--- config.mk ---
export PLATFORM = sky130hd
export DESIGN_NAME = lsu_dmem
export DESIGN_NICKNAME = d
export VERILOG_FILES = /design/src/rtl/lsu_dmem.sv
export SDC_FILE = /design/constraint.sdc
export NUM_CORES = 1
export LEC_CHECK = 0
export BUFFER_PORTS_ARGS = -buffer_cell sky130_fd_sc_hd__buf_2
export CAP_MARGIN = 20
export CORE_MARGIN = 5
export CORE_UTILIZATION = 41
export CTS_BUF_LIST = sky130_fd_sc_hd__clkbuf_4
export CTS_CLUSTER_SIZE = 8
export DETAILED_ROUTE_END_ITERATION = 6
export PLACE_DENSITY = 0.78
export SLEW_MARGIN = 25
export SYNTH_ARGS = -nofsm -noshare
export SYNTH_HDL_FRONTEND = slang
export SYNTH_SLANG_ARGS = --single-unit
--- constraint.sdc ---
create_clock -name clk -period 3.5 [get_ports clk]
set_clock_uncertainty 0.1 [all_clocks]
set_input_delay 1.05 -clock clk [delete_from_list [all_inputs] [get_ports clk]]
set_output_delay 1.05 -clock clk [all_outputs]
set_load 0.01 [all_outputs]
--- src/rtl/lsu_dmem.sv ---
// Load/store unit front-end for a byte-addressed data memory with combinational reads.
// Sub-word stores are done as read-modify-write; out-of-range or illegal-size requests are rejected.
module lsu_dmem #(
    parameter int MEM_BYTES = 256
) (
    input  logic        clk,
    input  logic        rst,
    input  logic        req_valid,
    output logic        req_ready,
    input  logic        req_wr,
    input  logic [1:0]  req_size,
    input  logic        req_signed,
    input  logic [31:0] req_addr,
    input  logic [31:0] req_wdata,
    output logic        resp_valid,
    output logic [31:0] resp_rdata,
    output logic        resp_err,
    output logic [31:0] mem_raddr,
    input  logic [31:0] mem_rdata,
    output logic [31:0] mem_waddr,
    output logic [31:0] mem_wdata,
    output logic        mem_memwr
);

    typedef enum logic [1:0] {
        IDLE  = 2'b00,
        READ  = 2'b01,
        WRITE = 2'b10,
        RESP  = 2'b11
    } state_t;

    state_t      state_r;
    state_t      state_next_s;

    logic        wr_r;
    logic [1:0]  size_r;
    logic        signed_r;
    logic [31:0] addr_r;
    logic [31:0] data_r;
    logic        err_r;

    logic        accept_s;
    logic [32:0] nbytes_s;
    logic [32:0] end_addr_s;
    logic        err_s;
    logic [31:0] load_data_s;
    logic [31:0] merged_s;

    assign accept_s = req_valid && (state_r == IDLE);

    // Range/size check of the incoming request; 33-bit sum so the address cannot wrap.
    always_comb begin
        nbytes_s = 33'd4;
        case (req_size)
            2'b00:   nbytes_s = 33'd1;
            2'b01:   nbytes_s = 33'd2;
            2'b10:   nbytes_s = 33'd4;
            default: nbytes_s = 33'd4;
        endcase
        end_addr_s = {1'b0, req_addr} + nbytes_s;
        if (req_size == 2'b11) begin
            err_s = 1'b1;
        end else if (end_addr_s > 33'(MEM_BYTES)) begin
            err_s = 1'b1;
        end else begin
            err_s = 1'b0;
        end
    end

    // Load extension and sub-word store merge from the memory read word.
    always_comb begin
        load_data_s = mem_rdata;
        merged_s    = data_r;
        case (size_r)
            2'b00: begin
                load_data_s = {{24{signed_r & mem_rdata[7]}}, mem_rdata[7:0]};
                merged_s    = {mem_rdata[31:8], data_r[7:0]};
            end
            2'b01: begin
                load_data_s = {{16{signed_r & mem_rdata[15]}}, mem_rdata[15:0]};
                merged_s    = {mem_rdata[31:16], data_r[15:0]};
            end
            2'b10: begin
                load_data_s = mem_rdata;
                merged_s    = data_r;
            end
            default: begin
                load_data_s = 32'd0;
                merged_s    = data_r;
            end
        endcase
    end

    // Next-state selection.
    always_comb begin
        state_next_s = state_r;
        case (state_r)
            IDLE: begin
                if (!accept_s) begin
                    state_next_s = IDLE;
                end else if (err_s) begin
                    state_next_s = RESP;
                end else if (!req_wr) begin
                    state_next_s = READ;
                end else if (req_size == 2'b10) begin
                    state_next_s = WRITE;
                end else begin
                    state_next_s = READ;
                end
            end
            READ: begin
                if (wr_r) begin
                    state_next_s = WRITE;
                end else begin
                    state_next_s = RESP;
                end
            end
            WRITE:   state_next_s = RESP;
            RESP:    state_next_s = IDLE;
            default: state_next_s = IDLE;
        endcase
    end

    // State register.
    always_ff @(posedge clk) begin
        if (rst) begin
            state_r <= IDLE;
        end else begin
            state_r <= state_next_s;
        end
    end

    // Request fields; data_r carries store data, then the merged word or the load result.
    always_ff @(posedge clk) begin
        if (rst) begin
            wr_r     <= 1'b0;
            size_r   <= 2'b00;
            signed_r <= 1'b0;
            addr_r   <= 32'd0;
            data_r   <= 32'd0;
            err_r    <= 1'b0;
        end else begin
            case (state_r)
                IDLE: begin
                    if (accept_s) begin
                        wr_r     <= req_wr;
                        size_r   <= req_size;
                        signed_r <= req_signed;
                        addr_r   <= req_addr;
                        data_r   <= req_wdata;
                        err_r    <= err_s;
                    end
                end
                READ: begin
                    if (wr_r) begin
                        data_r <= merged_s;
                    end else begin
                        data_r <= load_data_s;
                    end
                end
                WRITE: begin
                    data_r <= data_r;
                end
                RESP: begin
                    err_r <= err_r;
                end
                default: begin
                    err_r <= 1'b0;
                end
            endcase
        end
    end

    assign req_ready  = (state_r == IDLE);
    assign resp_valid = (state_r == RESP);
    assign resp_err   = (state_r == RESP) && err_r;
    assign resp_rdata = ((state_r == RESP) && !wr_r && !err_r) ? data_r : 32'd0;

    // The write strobe is masked by reset so an interrupted WRITE never reaches memory.
    assign mem_memwr  = (state_r == WRITE) && !rst;
    assign mem_raddr  = addr_r;
    assign mem_waddr  = addr_r;
    assign mem_wdata  = data_r;

endmodule

* Yosys cells after proc, flatten, opt, wreduce, memory -nomap -nowiden
Cells that the tools add are included.
Cells by class: $add $sub $neg 1, $lt $le $gt $ge 1, equality and inequality tests 13, mux-type cells 15, bitwise gates (word level) 2, reduce and logical (&&, ||, !) cells 16
Operators by type and width (count):
- $pmux 32 s2 | 2
- $mux 32 | 3
- $pmux 32 s3 | 1
- $add 32x33->33 | 1
- $gt 33x9->1 const B | 1
- $eq 2x2->1 const B | 5
- $mux 2 | 4
- $pmux 2 s4 | 1
- $eq 2x1->1 const B | 3
- $logic_not 2->1 | 3
- $pmux 3 s2 | 1
- $reduce_and 3->1 | 2
- $logic_and 1x1->1 | 5
- $ne 4x2->1 const B | 1
- $reduce_and 4->1 | 1
- $logic_not 1->1 | 3
- $mux 1 | 3
- $ne 3x2->1 const B | 1
- $ne 3x3->1 const B | 1
- $and 1x1->1 | 2
- $ne 2x1->1 const B | 1
- $ne 2x2->1 const B | 1
- $reduce_and 2->1 | 1
- $reduce_bool 2->1 | 1
Word-level totals: flip-flop bits (word level) 71, input bits 103, output and inout port bits 132

* Depth between registers and ports, before layout
depth in word-level cells 9, depth in mapped cells 11

* Least setup slack after synthesis
OpenSTA, ideal clock, no wires.
path type input-to-reg, start point input req_size[0], end point register state_r[0], setup time 0.133 ns, data arrival time 3.254 ns, required time 3.267 ns, setup slack 0.013 ns, cell stages on the path 11, path buffers 0, cell sequence nor2_1 ha_1 fa_1 xor2_1 nor3_1 a21oi_1 or3_2 a211oi_1 nand4_1 nor4_2 a31oi_1
Between the ends: longest elaborated chain between the ends 9, elaborated cells between the ends (all ways) 14, classes of those cells 1 x add/sub; 1 x order compare; 3 x eq/ne; 8 x mux; 1 x reduce/logical
RTL lines:
- start: declaration | RTL line 11 | input logic [1:0] req_size,
- $eq 2x1->1 / $logic_not 2->1 (equally long branches) | RTL line 54 | case (req_size)
- $pmux 3 s2 | RTL line 54
- $add 32x33->33 | RTL line 60 | end_addr_s = {1'b0, req_addr} + nbytes_s;
- $gt 33x9->1 | RTL line 63 | end else if (end_addr_s > 33'(MEM_BYTES)) begin
- $mux 1 | RTL line 63
- $mux 1 | RTL line 61 | if (req_size == 2'b11) begin
- $mux 2 (*) | RTL line 101 | end else if (err_s) begin
- $mux 2 (*) | RTL line 99 | if (!accept_s) begin
- $pmux 2 s4 (*) | RTL line 97 | case (state_r)
- end signal: assignment | RTL line 129 | state_r <= state_next_s;
- end: declaration | RTL line 32 | state_t state_r;
Every way passes the cells marked *; elsewhere a longest branch is shown, timed or not. A chain may end at the register's enable or synchronous reset.

* Worst setup path after layout
start point input req_size[0], end point register err_r
Between the ends: longest elaborated chain between the ends 6, elaborated cells between the ends (all ways) 8, classes of those cells 1 x add/sub; 1 x order compare; 2 x eq/ne; 3 x mux; 1 x reduce/logical
RTL lines:
- $eq 2x1->1 / $logic_not 2->1 (equally long branches) | RTL line 54
- $pmux 3 s2 | RTL line 54
- $add 32x33->33 | RTL line 60
- $gt 33x9->1 | RTL line 63
- $mux 1 | RTL line 63
- $mux 1 (*) | RTL line 61
- end signal: assignment | RTL line 151 | err_r <= err_s;
- end signal: assignment | RTL line 165 | err_r <= err_r;
- end: declaration | RTL line 40 | logic err_r;
Marked as above.

==> results.py <==
metrics = {
    "global_routing": {
        "use_met2": 0.382,
        "grt_max_degree": 74,
        "first_global_vias": 4113,
        "overflow": 0,
        "grt_pass1_wl_mm": 20.0,
        "grt_busiest_layer": "met2",
        "grtUsageMet3": 0.0487,
        "grt_use_total": 0.209,
        "antenna_found_initial": 0,
        "use_met1": 0.244,
    },
    "synthesis": {
        "synth_warnings": 0,
        "postSynthCellCount": 521,
        "yosys.area.top_type": "dfxtp_1",
        "seq_area_frac_synth": 0.351,
        "synth_area_um2": 4040,
        "synth.top_cell.area_share": 0.351,
        "avgSynthCellArea_um2": 7.76,
        "ys_top_cells_by_area": "dfxtp_1 35%, nand2_1 8.4%, buf_4 6.3%",
        "ys_ff_latch": 71,
        "syn_nets": 632,
        "synth.distinct_cells": 49,
    },
    "detailed_routing": {
        "wl_per_cell_um": 15.5,
        "drt-initial-drc-count": 215,
        "dr.pass1.iters": 5,
        "ant_nets": 0,
        "totalWireLength_mm": 13.4,
        "drcViolationCount": 0,
        "vias": 4446,
        "viasPerCell": 5.13,
    },
    "cts": {
        "clockBufferDepth": 2,
        "clk_pin_slew_ns": 0.13,
        "cts-buffers-inserted": 9,
        "cts.sinks": 71,
        "root_buffer": "clkbuf_4",
        "worstSkewPairLatency_ns": 0.43,
        "cts_hold_buffers": 0,
        "htree_levels": 3,
        "tritoncts": "yes",
    },
    "critical_path": {
        "cp-end-kind": "flop",
        "cp-start-kind": "input pin",
        "path_max_fanout": 3,
        "crit_type": "in2reg",
        "worstPathArrival_ns": 3.47,
        "crit_required_ns": 3.69,
    },
    "timing": {
        "finalSetupViolations": 0,
        "tightest_slew_ns": 0.966,
        "setup_slack_ns": 0.226,
        "fin_crit_ns": 3.27,
        "rsz0062_at_grt": "false",
        "slew_headroom": 0.354,
        "fmax_ghz": 0.305,
        "hold_violations": 0,
        "hold_slack_ns": 0.375,
        "tns_ns": 0,
        "fin_crit_sh": 0.935,
        "drv_slew": 0,
    },
    "cells_and_area": {
        "syn_to_final_growth_pct": 33.4,
        "multi_input_area_um2": 2230,
        "fill_cells": 926,
        "regArea_um2": 1420,
        "drive_above_1_share": 0.400,
        "antenna_cells": 0,
        "nets": 839,
        "finalCoreUtilization": 0.557,
    },
    "power_and_ir_drop": {
        "ir_drop_v": 0.000249,
        "leakagePower_nw": 2.62,
        "powerDensity_nw_per_um2": 477,
    },
    "floorplan": {
        "core_region_area_um2": 9680,
        "die_w_um": 109,
        "io_pins": 235,
        "initial_core_util": 0.418,
        "die_y_um": 109,
        "row_count": 36,
        "die_area_um2": 11900,
    },
    "placement": {
        "gp_congestion": 0.923,
        "port_buffers": 234,
        "preCtsSetupSlack_ns": -0.416,
        "place_hpwl_mm": 10.6,
    },
    "hold_path": {
        "worstHoldPathType": "reg2reg",
    },
    "job": {
        "max_cap_violations": 0,
    },
    "outcome": {
        "status": "finished clean",
    },
}
## cells in the final DEF, fill, tap and decap left out, types with 4 or more instances in the layout
master,n
nand2_1,90
a211oi_1,19
buf_4,25
dfxtp_1,71
nor2_1,48
a31oi_1,6
xor2_1,4
nand3_1,12
clkbuf_4,9
inv_1,5
a22oi_1,7
nor2b_1,5
a221oi_1,24
and2_1,35
a21oi_1,42
nor3_1,24
xnor2_1,10
ha_1,7
nand4_1,11
buf_2,234
## cells by family (layout without fill, tap and decap cells)
logic type | Yosys count | count (layout) | share of synthesized area
multiplexers | 1 | 1 | 0.00278
AND/OR/NAND/NOR | 243 | 243 | 0.291
XOR/XNOR | 14 | 14 | 0.0303
buffers and inverters | 70 | 282 | 0.101
adder cells (fa/ha/maj) | 8 | 8 | 0.0266
AO/OA/AOI/OAI | 114 | 114 | 0.197
flip-flops | 71 | 71 | 0.351
## final cells by class
cell class | instances | area share
Clock buffer | 9 | 0.0125
Timing Repair Buffer | 260 | 0.256
Inverter | 6 | 0.00417
Clock inverter | 7 | 0.0192
Sequential cell | 71 | 0.263
Multi-Input combinational cell | 380 | 0.414
Tap cell | 133 | 0.0308
## per-stage QoR
stage / area (um2) / cells / power [mW]
after floorplan: 4040 / 521 / 1.63
after global placement: 5200 / 849 / 1.94
after detailed placement: 5200 / 849 / 1.96
after CTS: 5370 / 865 / 2.60
after global routing: 5400 / 866 / 2.75
final: 5400 / 866 / 2.58
## metal layers
layer | wire length, um | vias up
met5 | 0 | -
met4 | 246 | 0
met3 | 1160 | 20
met2 | 6670 | 185
met1 | 5300 | 2026
li1 | - | 2215
## report_power, final
part,switching (mW),internal (mW),leakage [nW]
Combinational,0.532,0.369,1.95
Sequential,0.0966,0.944,0.585
Clock,0.334,0.299,0.0851
Total,0.963,1.61,2.62
## worst max-delay path: stages
cell	delay, ns
buf_2	0.11
nor2_1	0.05
ha_1	0.20
fa_1	0.41
xor2_1	0.19
nor3_2	0.16
buf_4	0.14
nand2_1	0.04
o32a_1	0.31
a211oi_1	0.29
nand4_1	0.21
nor4_4	0.21
a211oi_1	0.11
## path summary, 6_finish.rpt
path / from / depth (start not counted) / to / slack, ns
hold / removal: signed_r$_SDFFE_PP0P_ / 2 / signed_r$_SDFFE_PP0P_ / 0.38
setup reg to reg: state_r[1]$_SDFF_PP0_ / 8 / mem_wdata[10]$_SDFFE_PP0P_ / 0.81
setup / recovery: req_size[0] / 13 / err_r$_SDFFE_PP0P_ / 0.23
hold reg to reg: signed_r$_SDFFE_PP0P_ / 2 / signed_r$_SDFFE_PP0P_ / 0.38
## cells in the mapped netlist, drive strengths merged
library cell  instances
inv                   5
dfxtp                71
a221oi               24
nor3                 26
nand3                13
fa                    1
a31oi                 6
o31ai                 2
nand4                12
or3                   1
a311oi                1
clkbuf               26
mux2                  1
and2                 35
clkinv                1
o32a                  2
xor2                  4
or4b                  1
nand2b                1
nor4                  6
a21oi                43
o31a                  2
xnor2                10
a22oi                 7
o21ai                 3
a211oi               21
nand2                91
ha                    7
nor2                 48
a21o                  2
nor3b                 3
a41oi                 1
buf                  38
nor2b                 5
or2                   1
## registers in the layout (all words and copies together), names as in the netlist
signal,cells
wr_r,1
err_r,1
signed_r,1
size_r,2
mem_wdata,32
mem_raddr,32
state_r,2
## repair_timing
item,in CTS,in global routing
setup endpoints to repair,0,3
resized for setup,0,2
buffers inserted,0,1
No activity file was read; power rests on OpenSTA's default activity.
